[src/rtl/eep_sched.sv]
// EEPROM access scheduler: arbitrates control-loop reads and config reads/writes
// onto a single EEPROM port, with timed chip-select windows and a recovery cycle.
module eep_sched #(
    parameter int unsigned RD_CYC = 2,
    parameter int unsigned WR_CYC = 2400000
) (
    input  logic        clk,
    input  logic        rst_n,
    input  logic        lp_req,
    input  logic [1:0]  lp_addr,
    output logic        lp_ack,
    output logic [13:0] lp_rdata,
    input  logic        cf_req,
    input  logic        cf_wr,
    input  logic [1:0]  cf_addr,
    input  logic [13:0] cf_wdata,
    output logic        cf_ack,
    output logic [13:0] cf_rdata,
    input  logic [13:0] eep_rd_data,
    output logic [1:0]  eep_addr,
    output logic [13:0] eep_wdata,
    output logic        eep_cs_n,
    output logic        eep_r_w_n,
    output logic        chrg_pmp_en,
    output logic        busy
);

    typedef enum logic [1:0] {S_IDLE, S_READ, S_WRITE, S_RECOV} state_t;

    localparam logic [21:0] RD_LOAD = 22'(RD_CYC);
    localparam logic [21:0] WR_LOAD = 22'(WR_CYC);

    state_t      r_state;
    state_t      w_next;
    logic [21:0] r_cnt;
    logic        r_prio_cf;   // 1: cf wins the next tie
    logic        r_own_cf;    // current/last operation belongs to cf
    logic [1:0]  r_addr;
    logic [13:0] r_wdata;
    logic [13:0] r_lp_rdata;
    logic [13:0] r_cf_rdata;
    logic        w_gnt_lp;
    logic        w_gnt_cf;
    logic        w_last;

    // Arbitration: requests only considered in IDLE, round-robin on a tie
    always_comb begin
        w_gnt_lp = 1'b0;
        w_gnt_cf = 1'b0;
        if (r_state == S_IDLE) begin
            if (lp_req && cf_req) begin
                w_gnt_cf = r_prio_cf;
                w_gnt_lp = !r_prio_cf;
            end else begin
                w_gnt_lp = lp_req;
                w_gnt_cf = cf_req;
            end
        end
    end

    assign w_last = (r_cnt == 22'd1);

    // State register
    always_ff @(posedge clk or negedge rst_n) begin
        if (!rst_n) r_state <= S_IDLE;
        else        r_state <= w_next;
    end

    // Next-state logic
    always_comb begin
        w_next = r_state;
        unique case (r_state)
            S_IDLE: begin
                if (w_gnt_lp || (w_gnt_cf && !cf_wr)) w_next = S_READ;
                else if (w_gnt_cf)                    w_next = S_WRITE;
            end
            S_READ, S_WRITE: begin
                if (w_last) w_next = S_RECOV;
            end
            S_RECOV: w_next = S_IDLE;
            default: w_next = S_IDLE;
        endcase
    end

    // Cycle counter: load at grant, count down to terminal 1, saturate at 0
    always_ff @(posedge clk or negedge rst_n) begin
        if (!rst_n) begin
            r_cnt <= '0;
        end else if (w_gnt_lp || (w_gnt_cf && !cf_wr)) begin
            r_cnt <= RD_LOAD;
        end else if (w_gnt_cf) begin
            r_cnt <= WR_LOAD;
        end else if ((r_state == S_READ || r_state == S_WRITE) && r_cnt != '0) begin
            r_cnt <= r_cnt - 22'd1;
        end
    end

    // Grant bookkeeping: owner, round-robin pointer, latched address and write data
    always_ff @(posedge clk or negedge rst_n) begin
        if (!rst_n) begin
            r_prio_cf <= 1'b0;
            r_own_cf  <= 1'b0;
            r_addr    <= '0;
            r_wdata   <= '0;
        end else if (w_gnt_lp) begin
            r_prio_cf <= 1'b1;
            r_own_cf  <= 1'b0;
            r_addr    <= lp_addr;
        end else if (w_gnt_cf) begin
            r_prio_cf <= 1'b0;
            r_own_cf  <= 1'b1;
            r_addr    <= cf_addr;
            if (cf_wr) r_wdata <= cf_wdata;
        end
    end

    // Read data capture on the last READ cycle, held until the owner's next read
    always_ff @(posedge clk or negedge rst_n) begin
        if (!rst_n) begin
            r_lp_rdata <= '0;
            r_cf_rdata <= '0;
        end else if (r_state == S_READ && w_last) begin
            if (r_own_cf) r_cf_rdata <= eep_rd_data;
            else          r_lp_rdata <= eep_rd_data;
        end
    end

    // Strobes decode straight from the state so reset drops them asynchronously
    assign eep_cs_n    = !(r_state == S_READ || r_state == S_WRITE);
    assign eep_r_w_n   = (r_state != S_WRITE);
    assign chrg_pmp_en = (r_state == S_WRITE);
    assign busy        = (r_state != S_IDLE);
    assign lp_ack      = (r_state == S_RECOV) && !r_own_cf;
    assign cf_ack      = (r_state == S_RECOV) && r_own_cf;
    assign eep_addr    = r_addr;
    assign eep_wdata   = r_wdata;
    assign lp_rdata    = r_lp_rdata;
    assign cf_rdata    = r_cf_rdata;

endmodule

[config.mk]
export PLATFORM = sky130hd
export DESIGN_NAME = eep_sched
export DESIGN_NICKNAME = d
export VERILOG_FILES = /design/src/rtl/eep_sched.sv
export SDC_FILE = /design/constraint.sdc
export NUM_CORES = 1
export LEC_CHECK = 0
export ABC_AREA = 1
export CORE_MARGIN = 2
export CORE_UTILIZATION = 35
export CTS_CLUSTER_SIZE = 24
export DETAILED_ROUTE_END_ITERATION = 7
export GPL_TIMING_DRIVEN = 0
export MAX_ROUTING_LAYER = met4
export SYNTH_ARGS = -nofsm -noshare
export SYNTH_HDL_FRONTEND = slang
export SYNTH_SLANG_ARGS = --single-unit
export TNS_END_PERCENT = 30
[constraint.sdc]
create_clock -name clk -period 4.8 [get_ports clk]
set_clock_uncertainty 0.1 [all_clocks]
set_input_delay 1.44 -clock clk [delete_from_list [all_inputs] [get_ports clk]]
set_output_delay 1.44 -clock clk [all_outputs]
set_load 0.05 [all_outputs]
==> flow_summary.ini <==
[clock_tree]
cts_made_buffers = 9
clkSinkCount = 70
clk_pin_slew_worst_paths_ps = 70
cts_tree = yes
ctsLongestPathBuffers = 2
clk_latency_ps = 360
postCtsSetupBuffers = 0
cts_max_level = 3
clockRootBuffer = clkbuf_8
cts_resized = 0
postCtsHoldBufs = 0

[route]
dr.max_layer_used = met4
routed_wl_microns = 9444
drc = 0
viasPerCell = 4.732
dr.first_iter.drc_count = 169
wl_per_cell_microns = 13.77
met1_length_microns = 4539
vias = 3246
drtAntennaViolNets = 0
met3_length_microns = 431
drt_first_pass_iters = 5
wl_met2_microns = 4293

[place]
dp_hpwl_microns = 6982
placed_cells_incl_taps = 670
portBuffers = 86
gp_routability_congestion = 0.8582

[floorplan]
chipWidth_microns = 107.1
die_h_microns = 107.1
die_area_sq_mm = 0.01148
core-area_sq_mm = 0.01032
initial_core_util_pct = 36.06
ioPinCount = 87
rows = 37

[synth]
yosys_register_bits = 70
synth_cells = 447
yosysSeqAreaShare_pct = 47.06
post-synth-top-count-cell = nand2_1
synth_top_area_share_pct = 47.06
synth_fa_ha_area_share_pct = 2.353
syn-num-nets = 491
ys.flop_type = dfrtp_1
avgSynthCellArea_sq_um = 8.327
synth_top_cell_by_area = dfrtp_1
synth_simple_gate_area_share_pct = 29.85
synth_mux_area_share_pct = 0.6050
synth_xor_area_share_pct = 1.176
synth_compound_area_share_pct = 11.56
async_reset_ff_share_pct = 100.0
synth_area_leaders = dfrtp_1 47%, nand2_1 14%, inv_1 4.7%, o21ai_2 4.2%, nand3_1 3.6%
synth_edf_count = 0
synth_area_sq_mm = 0.003722
synth_warnings = 0
yosys-top-cells-count = 134 x nand2_1, 70 x dfrtp_1, 47 x inv_1
synth_top_family_by_area = simple AND/OR/NAND/NOR gates
synth_cell_type_count = 34

[pwr]
power.share.switching_pct = 50.10
clkPwrFrac_pct = 15.2
p_leak_uw = 0.002439
vdd_drop_max_uv = 314.7
power_density_mw_per_mm2 = 668.1
power.share.sequential_pct = 27.8
internal_power_uw = 1663
p_sw_uw = 1669
finalPower_uw = 3332
pwr-share-comb_pct = 57.0

[critical_path]
slowest_stage = clkdlybuf4s50_1
end_kind = output pin
arrival_ps = 2200
slowest_delay_ps = 810
cp-start-kind = flip-flop
crit_type = reg2out
crit_chain = inv_1 > ha_1 > inv_1 > clkdlybuf4s50_1
worstPathRequired_ps = 3260
worst_path_most_repeated_cell = inv_1
critPathMaxFanout = 7

[global_route]
globalRouteOverflowTotal = 0
grt_pass1_wl_microns = 15660
grt.total_usage_pct = 17.96
antenna_found_initial = 0
grt_pass1_vias = 3216
grt_max_degree = 50

[timing]
grt_setup_unrepaired = false
tightest_slew_ps = 550.3
finalCritPeriodShare_pct = 77.93
fmax_mhz = 267.3
period_needed_ps = 3741
hold_viol = 0
setup_viol = 0
relSlewSlack_pct = 63.32
slew_violations = 0

[cells_and_area]
num_antenna_cells = 0
instances_no_fill = 686
syn2layout_area_growth_pct = 33.98
layout.nets = 589
drive_gt1_share_pct = 14.00

[outcome]
outcome = finished, final reports clean

[hold_path]
hold_class = reg2reg

[flow_run]
maxCapViolations = 0
-- metal layers --
| layer | track usage [%] | up-vias |
|---|---|---|
| met4 | 7.050 | 0 |
| li1 | - | 1625 |
| met5 | - | - |
| met2 | 26.81 | 74 |
| met3 | 4.012 | 12 |
| met1 | 23.82 | 1535 |
-- per-stage QoR --
step	hold WS (ps)	setup TNS (ps)	cell area, sq um	setup slack, ps	utilization (%)
global route	404.6	0	4987	951.9	48.31
global placement	359.6	-20470	4753	-299.1	46.04
finish	375.0	0	4987	1059	48.31
detailed placement	361.6	0	4778	1427	46.29
floorplan	342.2	0	3722	1944	-
CTS	380.1	0	4987	1028	48.31
-- registers in the layout (all words and copies together), names as in the netlist --
name and cells:
lp_rdata 14, r_own_cf 1, r_prio_cf 1, r_state 2, eep_wdata 14, r_cnt 22, cf_rdata 14, eep_addr 2
-- worst max-delay path, delay by kind of cell, from the launching register on --
kind,cells,cell delay (ps)
buf+inv,3,1030
fa+ha+maj,1,420
flops,1,400
-- layout by cell type, fill, tap and decap left out, types with 2 or more instances in the layout --
master,count
a21oi_1,6
buf_4,2
buf_6,5
clkbuf_1,5
clkbuf_8,11
clkdlybuf4s50_1,85
clkinvlp_4,3
dfrtp_1,70
ha_1,7
inv_1,47
inv_2,3
mux2_2,2
nand2_1,134
nand2_2,4
nand2_4,3
nand3_1,27
nand3_4,3
nand4_1,9
nor2_1,31
nor2_2,6
nor2_4,5
nor2_8,2
nor3_1,3
o21ai_0,25
o21ai_1,17
o21ai_2,18
xor2_1,4
-- power groups by stage --
stage                     sequential (uW)  combinational [uW]  clock [uW]
after floorplan                      1260                1020           0
after global placement                933                1880           0
after detailed placement              933                1910           0
after CTS                             927                1910         519
after global routing                  955                2080         547
final                                 927                1900         507
-- cells by family (layout without fill, tap and decap cells) --
logic type      after synthesis  count (layout)
mux                           2               2
buf+inv                      62             165
flops                        70              70
simple gates                232             232
compound gates               69              69
xor+xnor                      5               5
fa+ha+maj                     7               7
-- worst paths after layout --
check	start	endpoint	slack [ps]	cells after the start
worst max-delay path	r_state[0]$_DFFE_PN0P_	eep_cs_n	1060	4
worst min-delay path	r_prio_cf$_DFFE_PN0P_	r_prio_cf$_DFFE_PN0P_	380	2
worst max register to register	r_state[0]$_DFFE_PN0P_	r_cnt[1]$_DFFE_PN0P_	2690	10
worst min register to register	r_prio_cf$_DFFE_PN0P_	r_prio_cf$_DFFE_PN0P_	380	2
max in group asynchronous	rst_n	r_cnt[3]$_DFFE_PN0P_	3180	2
min in group asynchronous	rst_n	r_cnt[18]$_DFFE_PN0P_	870	1
-- cell type report --
type	count	area, sq um
fill	1011	5336
sequential	70	1752
multi-input combinational	315	1695
timing repair buffer	87	885.9
inverter	50	187.7
tap	136	170.2
clock buffer	11	151.4
buffer	12	87.58
clock inverter	5	57.56
Note: power is estimated with default switching activity, not from simulation.
